`src/rtl/riscv_core_icache_refill_pkg.sv`:
```
// Shared types and constants for the instruction-cache line refill engine.
package riscv_core_icache_pkg;

  localparam int unsigned ICACHE_LINE_WIDTH     = 256;
  localparam int unsigned ICACHE_AXI_DATA_WIDTH = 64;
  localparam int unsigned ICACHE_BEATS_PER_LINE = ICACHE_LINE_WIDTH / ICACHE_AXI_DATA_WIDTH;

  localparam logic [1:0] AXI_BURST_INCR = 2'b01;
  localparam logic [1:0] AXI_BURST_WRAP = 2'b10;
  localparam logic [1:0] AXI_RESP_OKAY  = 2'b00;

  typedef enum logic [2:0] {
    ST_IDLE,
    ST_AR,
    ST_R,
    ST_WRITE,
    ST_DONE
  } refill_state_e;

endpackage

```
`src/rtl/riscv_core_icache_line_assembler.sv`:
```
// Collects R-channel beats into a cache line. Beat k lands in slot
// (start + k) mod BEATS so a wrapping burst still yields a line in address order.
module riscv_core_icache_line_assembler
  import riscv_core_icache_pkg::*;
#(
  parameter  int unsigned AXI_DATA_WIDTH = ICACHE_AXI_DATA_WIDTH,
  parameter  int unsigned LINE_WIDTH     = ICACHE_LINE_WIDTH,
  localparam int unsigned BEATS          = LINE_WIDTH / AXI_DATA_WIDTH,
  localparam int unsigned SLOT_W         = $clog2(BEATS)
) (
  input  logic                      i_clk,
  input  logic                      i_rst_n,
  input  logic                      i_start,
  input  logic [SLOT_W-1:0]         i_start_slot,
  input  logic                      i_beat_valid,
  input  logic [AXI_DATA_WIDTH-1:0] i_beat_data,
  output logic [SLOT_W-1:0]         o_beat_idx,
  output logic [LINE_WIDTH-1:0]     o_line
);

  logic [SLOT_W-1:0]     r_start;
  logic [SLOT_W-1:0]     r_cnt;
  logic [LINE_WIDTH-1:0] r_line;
  logic [SLOT_W-1:0]     w_slot;

  // BEATS is a power of two, so the narrow add wraps modulo BEATS for free
  assign w_slot     = r_start + r_cnt;
  assign o_beat_idx = r_cnt;
  assign o_line     = r_line;

  // Latch start slot on a new refill; store each accepted beat into its rotated slot
  always_ff @(posedge i_clk) begin
    if (!i_rst_n) begin
      r_start <= '0;
      r_cnt   <= '0;
      r_line  <= '0;
    end else if (i_start) begin
      r_start <= i_start_slot;
      r_cnt   <= '0;
    end else if (i_beat_valid) begin
      r_line[w_slot*AXI_DATA_WIDTH +: AXI_DATA_WIDTH] <= i_beat_data;
      r_cnt <= r_cnt + 1'b1;
    end
  end

endmodule

```
`src/rtl/riscv_core_icache_refill.sv`:
```
// I-cache miss refill engine: one AXI read burst per miss, assembled line
// written to the cache in a single cycle, done/err pulse back to the core.
// Build option ICACHE_REFILL_CRITICAL_WORD_FIRST_EN: WRAP burst starting at the
// critical beat instead of an INCR burst from the line base.
module riscv_core_icache_refill
  import riscv_core_icache_pkg::*;
#(
  parameter int unsigned ADDR_WIDTH     = 64,
  parameter int unsigned AXI_DATA_WIDTH = ICACHE_AXI_DATA_WIDTH,
  parameter int unsigned LINE_WIDTH     = ICACHE_LINE_WIDTH,
  parameter int unsigned AXI_ID_WIDTH   = 4
) (
  input  logic                      i_clk,
  input  logic                      i_rst_n,
  input  logic                      i_miss_req,
  input  logic [ADDR_WIDTH-1:0]     i_miss_addr,
  input  logic                      i_miss_offset,
  output logic                      o_refill_busy,
  output logic                      o_refill_done,
  output logic                      o_refill_err,
  output logic [LINE_WIDTH-1:0]     o_block_to_cache,
  output logic [ADDR_WIDTH-1:0]     o_addr_to_cache,
  output logic                      o_wr_en,
  output logic                      o_block_replace,
  output logic                      o_offset,
  output logic [AXI_ID_WIDTH-1:0]   o_arid,
  output logic [ADDR_WIDTH-1:0]     o_araddr,
  output logic [7:0]                o_arlen,
  output logic [2:0]                o_arsize,
  output logic [1:0]                o_arburst,
  output logic                      o_arvalid,
  input  logic                      i_arready,
  input  logic [AXI_DATA_WIDTH-1:0] i_rdata,
  input  logic [1:0]                i_rresp,
  input  logic                      i_rlast,
  input  logic                      i_rvalid,
  output logic                      o_rready
);

  localparam int unsigned BEATS    = LINE_WIDTH / AXI_DATA_WIDTH;
  localparam int unsigned SLOT_W   = $clog2(BEATS);
  localparam int unsigned BEAT_OFF = $clog2(AXI_DATA_WIDTH / 8);
  localparam int unsigned LINE_OFF = $clog2(LINE_WIDTH / 8);

  refill_state_e         r_state;
  logic                  r_err;
  logic [ADDR_WIDTH-1:0] w_target;
  logic [ADDR_WIDTH-1:0] w_araddr;
  logic [SLOT_W-1:0]     w_start_slot;
  logic [SLOT_W-1:0]     w_beat_idx;
  logic [1:0]            w_arburst;
  logic                  w_start;
  logic                  w_beat_fire;
  logic                  w_last_beat;
  logic                  w_beat_end;
  logic                  w_err_next;

  // Straddling fetch refills the line holding addr+2 (wraps modulo 2^ADDR_WIDTH)
  assign w_target = i_miss_offset ? i_miss_addr + ADDR_WIDTH'(2) : i_miss_addr;

`ifdef ICACHE_REFILL_CRITICAL_WORD_FIRST_EN
  assign w_araddr     = (w_target >> BEAT_OFF) << BEAT_OFF;
  assign w_start_slot = w_target[BEAT_OFF +: SLOT_W];
  assign w_arburst    = AXI_BURST_WRAP;
`else
  assign w_araddr     = (w_target >> LINE_OFF) << LINE_OFF;
  assign w_start_slot = '0;
  assign w_arburst    = AXI_BURST_INCR;
`endif

  assign w_start     = (r_state == ST_IDLE) && i_miss_req;
  assign w_beat_fire = (r_state == ST_R) && i_rvalid && o_rready;
  assign w_last_beat = (w_beat_idx == SLOT_W'(BEATS - 1));
  assign w_beat_end  = w_beat_fire && (i_rlast || w_last_beat);
  // rlast must coincide exactly with the final beat; any mismatch is a protocol error
  assign w_err_next  = r_err || (i_rresp != AXI_RESP_OKAY) || (i_rlast != w_last_beat);

  riscv_core_icache_line_assembler #(
    .AXI_DATA_WIDTH (AXI_DATA_WIDTH),
    .LINE_WIDTH     (LINE_WIDTH)
  ) u_line_asm (
    .i_clk        (i_clk),
    .i_rst_n      (i_rst_n),
    .i_start      (w_start),
    .i_start_slot (w_start_slot),
    .i_beat_valid (w_beat_fire),
    .i_beat_data  (i_rdata),
    .o_beat_idx   (w_beat_idx),
    .o_line       (o_block_to_cache)
  );

  // Refill sequencer with all handshake and status outputs registered
  always_ff @(posedge i_clk) begin
    if (!i_rst_n) begin
      r_state         <= ST_IDLE;
      r_err           <= 1'b0;
      o_refill_busy   <= 1'b0;
      o_refill_done   <= 1'b0;
      o_refill_err    <= 1'b0;
      o_addr_to_cache <= '0;
      o_wr_en         <= 1'b0;
      o_block_replace <= 1'b0;
      o_offset        <= 1'b0;
      o_arid          <= '0;
      o_araddr        <= '0;
      o_arlen         <= '0;
      o_arsize        <= '0;
      o_arburst       <= '0;
      o_arvalid       <= 1'b0;
      o_rready        <= 1'b0;
    end else begin
      o_refill_done   <= 1'b0;
      o_refill_err    <= 1'b0;
      o_wr_en         <= 1'b0;
      o_block_replace <= 1'b0;
      case (r_state)
        ST_IDLE: begin
          if (i_miss_req) begin
            r_state         <= ST_AR;
            r_err           <= 1'b0;
            o_refill_busy   <= 1'b1;
            o_offset        <= i_miss_offset;
            o_addr_to_cache <= i_miss_addr;
            o_arid          <= '0;
            o_araddr        <= w_araddr;
            o_arlen         <= 8'(BEATS - 1);
            o_arsize        <= 3'(BEAT_OFF);
            o_arburst       <= w_arburst;
            o_arvalid       <= 1'b1;
          end
        end
        ST_AR: begin
          if (i_arready) begin
            r_state   <= ST_R;
            o_arvalid <= 1'b0;
            o_rready  <= 1'b1;
          end
        end
        ST_R: begin
          if (w_beat_fire) begin
            r_err <= w_err_next;
            if (w_beat_end) begin
              o_rready <= 1'b0;
              if (w_err_next) begin
                r_state       <= ST_DONE;
                o_refill_done <= 1'b1;
                o_refill_err  <= 1'b1;
              end else begin
                r_state         <= ST_WRITE;
                o_wr_en         <= 1'b1;
                o_block_replace <= 1'b1;
              end
            end
          end
        end
        ST_WRITE: begin
          r_state       <= ST_DONE;
          o_refill_done <= 1'b1;
          o_refill_err  <= r_err;
        end
        ST_DONE: begin
          r_state       <= ST_IDLE;
          o_refill_busy <= 1'b0;
        end
        default: r_state <= ST_IDLE;
      endcase
    end
  end

endmodule

```
`config.mk`:
```
export PLATFORM = sky130hd
export DESIGN_NAME = riscv_core_icache_refill
export DESIGN_NICKNAME = d
export VERILOG_FILES = /design/src/rtl/riscv_core_icache_refill_pkg.sv /design/src/rtl/riscv_core_icache_line_assembler.sv /design/src/rtl/riscv_core_icache_refill.sv
export SDC_FILE = /design/constraint.sdc
export NUM_CORES = 1
export LEC_CHECK = 0
export ABC_AREA = 1
export CELL_PAD_IN_SITES_DETAIL_PLACEMENT = 0
export CELL_PAD_IN_SITES_GLOBAL_PLACEMENT = 2
export CORE_MARGIN = 2
export CORE_UTILIZATION = 30
export CTS_CLUSTER_SIZE = 24
export DETAILED_ROUTE_END_ITERATION = 16
export DONT_BUFFER_PORTS = 1
export PLACE_DENSITY = 0.8
export SYNTH_ARGS = -nofsm -noshare
export SYNTH_HDL_FRONTEND = slang
export SYNTH_HIERARCHICAL = 1
export SYNTH_SLANG_ARGS = --single-unit
export TNS_END_PERCENT = 1
```
`constraint.sdc`:
```
create_clock -name i_clk -period 2.5 [get_ports i_clk]
set_input_delay 0.25 -clock i_clk [delete_from_list [all_inputs] [get_ports i_clk]]
set_output_delay 0.25 -clock i_clk [all_outputs]
set_load 0.01 [all_outputs]
```
# Yosys cells after proc, flatten, opt, wreduce, memory -nomap -nowiden
# Index checks and enable logic that the tools add are counted.
[word_totals]
register_bits = 394
latchBits = 0
ram_bits = 0
rom_bits = 0
elab_cells = 79
n_memories = 0
[classes]
add_sub_neg = 3
multipliers = 0
n_div = 0
n_lt_le_gt_ge = 0
n_eq_ne = 10
shifts = 2
mux = 25
bitwise_logic = 2
n_reduce_logical = 22
[op_table]
columns = ["operator", "n"]
rows = [
  ["$bwmux W256", 1],
  ["$shift A64 B34 Y256 const A", 1],
  ["$shiftx A64 B34 Y256", 1],
  ["$add A64 B2 Y64 const B", 1],
  ["$mux W64", 1],
  ["$neg A8 Y34", 1],
  ["$mux W3", 5],
  ["$pmux W1 S2", 6],
  ["$pmux W3 S4", 1],
  ["$reduce_and A4 Y1", 3],
  ["$mux W1", 11],
  ["$reduce_bool A2 Y1", 5],
  ["$ne A2 B2 Y1 const B", 4],
  ["$eq A3 B2 Y1 const B", 2],
  ["$reduce_and A2 Y1", 3],
  ["$reduce_and A3 Y1", 2],
  ["$logic_and A1 B1 Y1", 4],
  ["$eq A3 B1 Y1 const B", 1],
  ["$eq A3 B3 Y1 const B", 1],
  ["$logic_not A3 Y1", 1],
  ["$logic_or A1 B1 Y1", 3],
  ["$add A2 B1 Y2 const B", 1],
  ["$eq A2 B2 Y1 const B", 1],
  ["$not A1 Y1", 2],
  ["2 further kinds", 2],
]

# Longest topological paths before layout
[logic_depth]
ltp_word = 7
ltp_mapped = 16

# Modules after synthesis
# Netlist, hierarchy kept.
[modules_own_cells]
columns = ["module", "instances", "cells_each", "area_each_um2", "seq_area_each_um2"]
rows = [
  ["riscv_core_icache_line_assembler", 1, 1912, 12030.3, 5205.0],
  ["riscv_core_icache_refill", 1, 1117, 7257.0, 2702.6],
]

# Least setup slack after synthesis
# Ideal clock, no wire load.
[synth_path]
path_type = "reg-to-reg"
startpoint = "register u_line_asm.r_cnt[0], in the netlist u_line_asm/o_beat_idx[0]"
endpoint = "register u_line_asm.r_line[141], in the netlist u_line_asm/o_line[141]"
arrival_time_ns = 2.262
t_required_ns = 2.430
setup_slack_ns = 0.168
stages_incl_launch_ff = 11
path_buffers = 4
period_less_slack_ns = 2.332
path_cell_list = "dfxtp_1 -> ha_1 -> buf_4 -> inv_4 -> buf_2 -> ha_1 -> buf_2 -> nor2_2 -> clkbuf_1 -> nand3_1 -> a21oi_1"
[synth_between]
elab_chain_len = 3
[synth_lines]
columns = ["element", "line", "rtl"]
rows = [
  ["from (decl)", "riscv_core_icache_line_assembler.sv:22", "logic [SLOT_W-1:0] r_cnt;"],
  ["from (signal assigned)", "riscv_core_icache_line_assembler.sv:42", "r_cnt <= r_cnt + 1'b1;"],
  ["$neg A8 Y34 (*)", "riscv_core_icache_line_assembler.sv:41", "r_line[w_slot*AXI_DATA_WIDTH +: AXI_DATA_WIDTH] <= i_beat_data;"],
  ["$shiftx A64 B34 Y256 or $shift A64 B34 Y256 (tied branches)", "riscv_core_icache_line_assembler.sv:41", ""],
  ["$bwmux W256 (*)", "riscv_core_icache_line_assembler.sv:41", ""],
  ["to (signal, indexed assignment)", "riscv_core_icache_line_assembler.sv:41", ""],
  ["to (decl)", "riscv_core_icache_line_assembler.sv:23", "logic [LINE_WIDTH-1:0] r_line;"],
]
# Mark *: on every way between the ends. The rest lies on a longest branch, timed or not.
# A chain may end at the register's enable or synchronous reset.

# Final worst setup path
[layout_path]
startpoint = "register r_state[2]"
endpoint = "register o_araddr[46]"
[layout_between]
elab_chain_len = 2
[layout_lines]
columns = ["element", "line", "rtl"]
rows = [
  ["from (decl)", "riscv_core_icache_refill.sv:45", "refill_state_e r_state;"],
  ["from (signal assigned)", "riscv_core_icache_refill.sv:95", "r_state <= ST_IDLE;"],
  ["from (signal assigned)", "riscv_core_icache_refill.sv:119", "r_state <= ST_AR;"],
  ["from (signal assigned)", "riscv_core_icache_refill.sv:134", "r_state <= ST_R;"],
  ["$logic_not A3 Y1", "riscv_core_icache_refill.sv:116", "case (r_state)"],
  ["$reduce_and A2 Y1 (no line)", "--", ""],
  ["to (signal assigned)", "riscv_core_icache_refill.sv:125", "o_araddr <= w_araddr;"],
  ["to (decl)", "riscv_core_icache_refill.sv:27", "output logic [ADDR_WIDTH-1:0] o_araddr,"],
]
# Every way passes these cells.

==> results.cfg <==
[job]
maxCapViolCount = 0

[drt]
drc = 0
met3_length_mm = 8.05
num_vias = 19500
routed_via_density = 4.83
maxUsedRoutingLayer = met5
first_pass_iters = 6
drtIter0Drc = 1344
ant_nets = 0
dr_wl_met2_mm = 36.3
routedWlPerCell_microns = 19.9
wl_met1_mm = 32.4
routed_wl_mm = 80.5

[critical_path]
crit_start = r_state[2]
arrival_ns = 2.89
path_max_fanout = 44
critical_path_required_ns = 3.04
timing.rr.end = o_araddr[46]
startpoint_type = flip-flop
setup.worst_path.end = o_araddr[46]
rr_worst_depth = 10
worstSetupEndpointType = flip-flop
reg2reg_from = r_state[2]
ff2ff_setup_slack_ns = 0.14
criticalPathCategory = flip-flop to flip-flop

[power_and_ir_drop]
p_leak_uw = 0.00991
power_density_nw_per_um2 = 830
ir_worst_vdd_mv = 0.634

[final_layout]
syn_to_final_growth_pct = 23.0
layout.cells.non_filler = 4039
drive_gt1_share_pct = 5.83
fin_nets = 3293

[die]
die_width_microns = 258
fp.coreArea_sq_um = 63300
initial_utilization_pct = 30.5
rows = 92
dieHeight_microns = 258
ios = 546
fp.dieArea_sq_um = 66300

[hold_path]
hold_path_class = input port to flip-flop
hp-start = i_rvalid

[clocking]
cts_max_path_buffers = 3
tritoncts.num_buffers = 48
cts-root-buf = clkbuf_16
cts_tree = done
path_clk_slew_ns = 0.06
cts_setup_buffers = 0
cts_sinks = 395
clkLatencyLatePin_ns = 0.59
h-tree-depth = 2

[placed_design]
dp_slack_ns = 0.186
place_congestion = 0.913
dp_hpwl_mm = 54.0
portBuffers = 0
dp.cells = 3737

[sta]
rsz0062_at_grt = false
period_needed_ns = 2.36
drv_slew = 0
skew_ns = 0.0212
max_freq_mhz = 425
finalSetupTns_ns = 0
setup_violations = 0
relSlewSlack_pct = 47.4
period_share_pct = 94.2
hold_viol = 0
tightest_slew_ns = 0.789
fin_ws_ns = 0.144

[synthesis]
ys_seq_area_share_pct = 41.0
ys_types = 45
synth.avg_cell_area_sq_um = 6.37
ys_ff_latch = 395
synth_edf_count = 0
synthArstFlopShare_pct = 0
synth-main-ff-cell = dfxtp_1
ys_warn_count = 6
syn_inst = 3029
synth_area_sq_um = 19300

[global_route]
antenna_found_initial = 5
grt_start_max_net_pins = 133
grt_pass1_wl_mm = 118
track_usage_pct = 23.1
grt-ovfl-total = 0
grt_pass1_vias = 18300

[status]
status = finished clean
## area by class of cell
| class | count | area (sq um) |
|---|---|---|
| flip-flops and latches | 395 | 7910 |
| fillers | 6803 | 39600 |
| clock inverters | 8 | 50.0 |
| multi-input cells | 2070 | 9080 |
| diodes | 4 | 10.0 |
| inverters | 385 | 1450 |
| well taps | 846 | 1060 |
| clock buffers | 80 | 1510 |
| repair buffers | 251 | 2660 |
## what timing repair did
action / CTS / global route
hold buffers: 208 / 0
endpoints found under the hold margin: 386 / 0
setup endpoints to repair: 0 / 60
resized for setup: 0 / 7
## per-stage QoR
stage,total power [uW],util [%],hold WS [ns],cell area (sq um)
floorplan,10500,-,0.394,19400
global placement,11900,31.5,0.366,20000
detailed placement,11900,31.5,0.374,20000
CTS,19600,37.3,0.0104,23600
global route,20700,37.5,0.0545,23700
finish,19700,37.5,0.0197,23700
## cell families (layout without fill, tap and decap cells)
group	Yosys count	in the layout	synth area share (%)
AND/OR/NAND/NOR	1775	1775	38.4
buffers and inverters	582	724	12.6
flip-flops	395	395	41.0
AO/OA/AOI/OAI	269	269	7.51
adder cells (fa/ha/maj)	5	5	0.324
XOR/XNOR	2	2	0.0908
other	1	23	0.0194
## synthesized netlist by cell type (8+ instances only)
| library cell | instances | area (sq um) |
|---|---|---|
| a21oi_1 | 182 | 911 |
| buf_2 | 41 | 205 |
| nor3_1 | 21 | 105 |
| o21ai_1 | 11 | 55.1 |
| nand2_2 | 12 | 75.1 |
| dfxtp_1 | 395 | 7910 |
| buf_4 | 31 | 233 |
| o21ai_0 | 37 | 185 |
| buf_1 | 23 | 86.3 |
| o211ai_1 | 10 | 75.1 |
| clkbuf_1 | 90 | 338 |
| nor2_2 | 12 | 75.1 |
| a211oi_1 | 9 | 67.6 |
| nor2_1 | 444 | 1670 |
| inv_1 | 374 | 1400 |
| buf_6 | 10 | 113 |
| o21bai_1 | 8 | 60.1 |
| inv_2 | 8 | 30.0 |
| nand3_1 | 278 | 1390 |
| nand4_1 | 14 | 87.6 |
| nor2_4 | 16 | 180 |
| nand2_1 | 948 | 3560 |
## cells in the final DEF (no fill, tap or decap), types with 6 or more instances in the layout
cell type,n
a211oi_1,9
a21oi_1,182
buf_12,13
buf_4,25
clkbuf_1,14
clkbuf_16,51
clkbuf_8,17
conb_1,19
dfxtp_1,395
dlygate4sd3_1,207
inv_1,372
inv_2,10
nand2_1,944
nand2_2,13
nand3_1,278
nand3b_1,6
nand4_1,14
nor2_1,443
nor2_2,12
nor2_4,17
nor3_1,21
nor4_1,7
o211ai_1,10
o21ai_0,37
o21ai_1,11
o21bai_1,8
## report_power, final
group | internal [uW] | leakage (uW) | switching [uW] | total [uW]
sequential | 6800 | 0.00320 | 698 | 7490
combinational | 1710 | 0.00594 | 3520 | 5230
clock | 4100 | 0.000771 | 2870 | 6970
total | 12600 | 0.00991 | 7090 | 19700
## per-layer routing
layer | vias up | track usage, %
met4 | 2 | 10.0
li1 | 9534 | -
met2 | 770 | 37.1
met1 | 9006 | 28.4
met5 | - | 0
met3 | 179 | 7.21
## sequential cells by signal, indices dropped and copies added, names as in the netlist, 2 cells and up
signal / cells
u_line_asm/r_start: 2
u_line_asm/o_beat_idx: 2
r_state: 3
o_addr_to_cache: 64
u_line_asm/o_line: 256
o_araddr: 59
## worst max-delay path, cell delays in order (launching register included)
cell	delay, ns
dfxtp_1	0.34
nor2_4	0.16
nand3_4	0.12
inv_2	0.23
buf_16	0.27
nand2_1	0.20
o21bai_1	0.20
nand3_1	0.07
nand2_1	0.05
dlygate4sd3_1	0.55
inv_1	0.05
## worst min-delay path by stage
stage,endpoint,slack [ns],depth (start not counted)
2_1_floorplan,o_addr_to_cache[0],0.39,2
3_3_place_gp,o_araddr[25],0.37,2
3_5_place_dp,o_araddr[34],0.37,2
4_1_cts,u_line_asm/o_line[142],0.01,4
5_1_grt,u_line_asm/o_line[144],0.05,4
6_report,r_err,0.02,3
Power figures use the tool's default switching activity.
